### config.mk
export PLATFORM = sky130hd
export DESIGN_NAME = serial_dual_mode_comparator
export DESIGN_NICKNAME = d
export VERILOG_FILES = /design/src/rtl/serial_cmp_pkg.sv /design/src/rtl/serial_cmp_step.sv /design/src/rtl/serial_dual_mode_comparator.sv
export SDC_FILE = /design/constraint.sdc
export NUM_CORES = 1
export LEC_CHECK = 0
export ABC_CLOCK_PERIOD_IN_PS = 1700
export BUFFER_PORTS_ARGS = -buffer_cell sky130_fd_sc_hd__buf_2
export CORE_MARGIN = 10
export CORE_UTILIZATION = 38
export CTS_CLUSTER_SIZE = 28
export DETAILED_ROUTE_END_ITERATION = 10
export MAX_ROUTING_LAYER = met4
export SYNTH_ARGS = -nofsm -noshare
export SYNTH_HDL_FRONTEND = slang
export SYNTH_SLANG_ARGS = --single-unit
### constraint.sdc
create_clock -name clk_i -period 1.7 [get_ports clk_i]
set_input_delay 0.085 -clock clk_i [delete_from_list [all_inputs] [get_ports clk_i]]
set_output_delay 0.085 -clock clk_i [all_outputs]
set_load 0.02 [all_outputs]
### src/rtl/serial_cmp_pkg.sv
// serial_cmp_pkg: shared FSM state type and default operand width for the serial comparator.
package serial_cmp_pkg;
    typedef enum logic [1:0] {IDLE, SHIFT, DONE} serial_cmp_state_t;
    localparam int SERIAL_CMP_DEFAULT_WIDTH = 8;
endpackage

### src/rtl/serial_cmp_step.sv
// serial_cmp_step: one LSB-first compare beat; a later differing bit overrides the earlier decision.
module serial_cmp_step (
    input  logic gt,
    input  logic eq,
    input  logic a_bit,
    input  logic b_bit,
    input  logic is_sign_beat,
    input  logic signed_mode,
    output logic gt_next,
    output logic eq_next
);
    logic diff;
    always_comb begin
        diff    = a_bit ^ b_bit;
        // in two's complement the sign bit has negative weight, so a set MSB means smaller
        gt_next = diff ? ((is_sign_beat && signed_mode) ? ~a_bit : a_bit) : gt;
        eq_next = eq && !diff;
    end
endmodule

### src/rtl/serial_dual_mode_comparator.sv
// serial_dual_mode_comparator: bit-serial signed/unsigned A>B and A==B compare over WIDTH valid beats.
// Define SERIAL_CMP_ABORT_EN to add abort_i, which cancels a compare in progress.
module serial_dual_mode_comparator
    import serial_cmp_pkg::*;
#(
    parameter int WIDTH = SERIAL_CMP_DEFAULT_WIDTH
) (
    input  logic clk_i,
    input  logic rst_i,
    input  logic start_i,
`ifdef SERIAL_CMP_ABORT_EN
    input  logic abort_i,
`endif
    input  logic signed_i,
    input  logic bit_valid_i,
    input  logic a_bit_i,
    input  logic b_bit_i,
    output logic busy_o,
    output logic done_o,
    output logic agtb_o,
    output logic aeqb_o
);
    localparam int CW = $clog2(WIDTH);

    serial_cmp_state_t state;
    logic [CW-1:0] cnt;
    logic gt, eq, mode, gt_n, eq_n, is_sign, abort;

    assign is_sign = (cnt == CW'(WIDTH - 1));
`ifdef SERIAL_CMP_ABORT_EN
    assign abort = abort_i;
`else
    assign abort = 1'b0;
`endif

    serial_cmp_step u_step (
        .gt          (gt),
        .eq          (eq),
        .a_bit       (a_bit_i),
        .b_bit       (b_bit_i),
        .is_sign_beat(is_sign),
        .signed_mode (mode),
        .gt_next     (gt_n),
        .eq_next     (eq_n)
    );

    always_ff @(posedge clk_i or posedge rst_i) begin
        if (rst_i) begin
            state  <= IDLE;
            busy_o <= 1'b0;
            done_o <= 1'b0;
            agtb_o <= 1'b0;
            aeqb_o <= 1'b0;
            cnt    <= '0;
            gt     <= 1'b0;
            eq     <= 1'b1;
            mode   <= 1'b0;
        end else begin
            case (state)
                IDLE: begin
                    done_o <= 1'b0;
                    if (start_i) begin
                        state  <= SHIFT;
                        busy_o <= 1'b1;
                        mode   <= signed_i;
                        cnt    <= '0;
                        gt     <= 1'b0;
                        eq     <= 1'b1;
                    end
                end
                SHIFT: begin
                    if (abort) begin
                        state  <= IDLE;
                        busy_o <= 1'b0;
                    end else if (bit_valid_i) begin
                        gt  <= gt_n;
                        eq  <= eq_n;
                        cnt <= cnt + 1'b1;
                        if (is_sign) begin
                            state  <= DONE;
                            busy_o <= 1'b0;
                            done_o <= 1'b1;
                            agtb_o <= gt_n;
                            aeqb_o <= eq_n;
                        end
                    end
                end
                DONE: begin
                    done_o <= 1'b0;
                    state  <= IDLE;
                end
                default: begin
                    state  <= IDLE;
                    busy_o <= 1'b0;
                    done_o <= 1'b0;
                end
            endcase
        end
    end
endmodule

==> out/qor.yml <==
outcome:
  run_status: "completed"
worst_setup_path:
  endpoint_kind: "register"
  crit_chain: "ha_1 -> ha_1 -> and3_1 -> o211a_1 -> o21ai_1"
  required_ns: 1.91
  critPathArrivalTime_ns: 1.71
  slowest_stage: "dfrtp_1"
  critPathMaxFanout: 6
  cp-start-kind: "register"
  crit_path_frequent_cell: "ha_1"
  max_stage_delay_ns: 0.41
  critical_path_class: "register to register"
detailed_routing:
  ant_nets: 0
  drtPass1Iterations: 3
  vias: 454
  drt_first_iter_violations: 5
  wl_um: 1200
  met3RoutedLength_um: 76
  wl_per_cell_um: 13.7
  wl_met2_um: 493
  m1WireLength_um: 609
  top_layer_used: "met4"
  drc_errors: 0
  vias_per_cell: 5.22
layout:
  final_cell_mix: "dfrtp_1, buf_2"
  seq_area_um2: 302
  final_common_cell: "dfrtp_1"
  finalNonFillerCells: 87
  diodes: 0
  multiInputGateArea_um2: 287
  syn2layout_area_growth_pct: 15.6
  fin_nets: 81
  fillers: 140
  drive_gt1_share_pct: 25.4
timing:
  skew_ns: 0.00838
  fin_crit_sh_pct: 88.2
  fmax_mhz: 667
  drv_slew: 0
  rsz0062_at_grt: "false"
  worst_pin_slew_ns: 0.466
  relSlewSlack_pct: 68.9
  hold_viol: 0
  worst_slack_ns: 0.200
  fin_setup_tns_ns: 0
  post-route-min-period_ns: 1.50
  setup_viol: 0
global_route:
  antenna_found_initial: 0
  grt_usage_pct: 7.28
  grt_pass1_wl_um: 1970
  globalRoute.totalOverflow: 0
  grt_pass1_vias: 434
  grt_max_degree: 14
placed_design:
  gp_congestion: 0.765
  pre_cts_slack_ns: 0.203
  dp_hpwl_um: 896
  dpl.cell_count: 82
  io_buffer_count: 10
power_and_ir_drop:
  p_clk_share_pct: 20.4
  p_sw_share_pct: 34.9
  power.switching_uw: 384
  internal_power_uw: 717
  p_seq_share_pct: 46.2
  vdd_drop_max_uv: 620
  finalPower_mw: 1.10
  power-per-cell-area_nw_per_um2: 1520
  combPwrFrac_pct: 33.4
  p_leak_nw: 0.360
floorplan:
  rows: 14
  start_util_pct: 41.1
  pin_count: 11
  core_region_area_um2: 1520
  die_area_um2: 3670
  die_w_um: 60.6
  die_y_um: 60.6
yosys:
  ys_warn_count: 0
  netlist_instances: 58
  synth_edf_count: 0
  synth-seq-area-share_pct: 48.2
  synth_cell_types: 26
  synth-main-ff-cell: "dfrtp_1"
  yosysTopAreaCell: "dfrtp_1"
  netlist_top_cells_area: "dfrtp_1, a22o_1, dfstp_2"
  synth.avg_cell_area_um2: 10.8
  netlist.area_leader.share_pct: 44.0
  syn_area_um2: 626
  async_flop_share_pct: 100
  syn_nets: 67
  ys_ff_latch: 12
clock_network:
  htreeDepth: 1
  cts_buffer_depth: 2
  clkLatencyLatePin_ns: 0.27
  clkTransAtPathRegs_ns: 0.08
  cts-buffers-inserted: 3
  cts_tree: "built"
  cts_root_buf: "clkbuf_4"
  cts_setup_buffers: 0
  hold_buffers: 1
  cts_resized: 0
  clock_sinks: 12
run:
  max_cap_violations: 0
hold_path:
  hold_path_class: "primary input to register"
[power by group through the flow]
stage	sequential, mW	clock, mW	combinational [mW]
after global routing	0.527	0.253	0.415
after global placement	0.514	0	0.368
final	0.508	0.225	0.368
after detailed placement	0.515	0	0.372
after CTS	0.509	0.234	0.377
after floorplan	0.523	0	0.264
[through the flow]
step,area [um2],hold slack (ns),utilization (%)
floorplan,626,-0.0510,-
global placement,677,0.117,44.4
detailed placement,677,0.115,44.4
CTS,723,0.0225,47.5
global route,723,0.0288,47.5
finish,723,0.0298,47.5
[critical path: cells and delay by family (launching register included)]
| family | cells | cell delay (ns) |
|---|---|---|
| DFF | 1 | 0.41 |
| AOI/OAI and AO/OA | 2 | 0.37 |
| and+or+nand+nor | 1 | 0.21 |
| adders and majority gates | 2 | 0.46 |
[area by class of cell]
class                           count  share of cell area [%]
Timing Repair Buffer               11                    8.30
Sequential cell                    12                    41.7
Clock buffer                        4                    5.02
Tap cell                           16                    2.77
Inverter                            5                    2.60
Multi-Input combinational cell     39                    39.6
[path summary, 6_finish.rpt]
check | from | endpoint | slack [ns] | cells after the start
worst min-delay path | signed_i | mode$_DFFE_PP0P_ | 0.03 | 2
worst min register to register | agtb_o$_DFFE_PP0P_ | agtb_o$_DFFE_PP0P_ | 0.49 | 2
min in group asynchronous | rst_i | done_o$_DFFE_PP0P_ | 0.37 | 3
worst max register to register | cnt[0]$_DFFE_PP0P_ | gt$_DFFE_PP0P_ | 0.20 | 5
max in group asynchronous | rst_i | eq$_DFFE_PP1P_ | 0.99 | 3
worst max-delay path | cnt[0]$_DFFE_PP0P_ | gt$_DFFE_PP0P_ | 0.20 | 5
[synthesized netlist by cell type (2+ instances only)]
library cell	n
a21oi_1	4
a22o_1	5
dfrtp_1	11
ha_1	2
inv_1	5
nand2_1	5
nor2b_1	2
nor3b_1	2
o21ai_1	5
[logic make-up after synthesis]
kind of cell	Yosys count	synth area share, %
simple gates	15	16.2
fa+ha+maj	2	4.00
buf+inv	7	6.00
mux	2	3.40
compound gates	19	20.8
flops	12	48.2
xor+xnor	1	1.40
[sequential cells by signal (all words and copies together), names as in the netlist]
name    flops
done_o      1
agtb_o      1
state       2
aeqb_o      1
eq          1
gt          1
mode        1
cnt         3
busy_o      1
[routing by layer]
metal  vias to the layer above  global-route usage [%]
met4                         0                    4.70
met3                         2                    3.13
met5                         -                       -
met2                         9                    8.88
met1                       208                    9.34
li1                        235                       -
No activity file was read; power rests on OpenSTA's default activity.
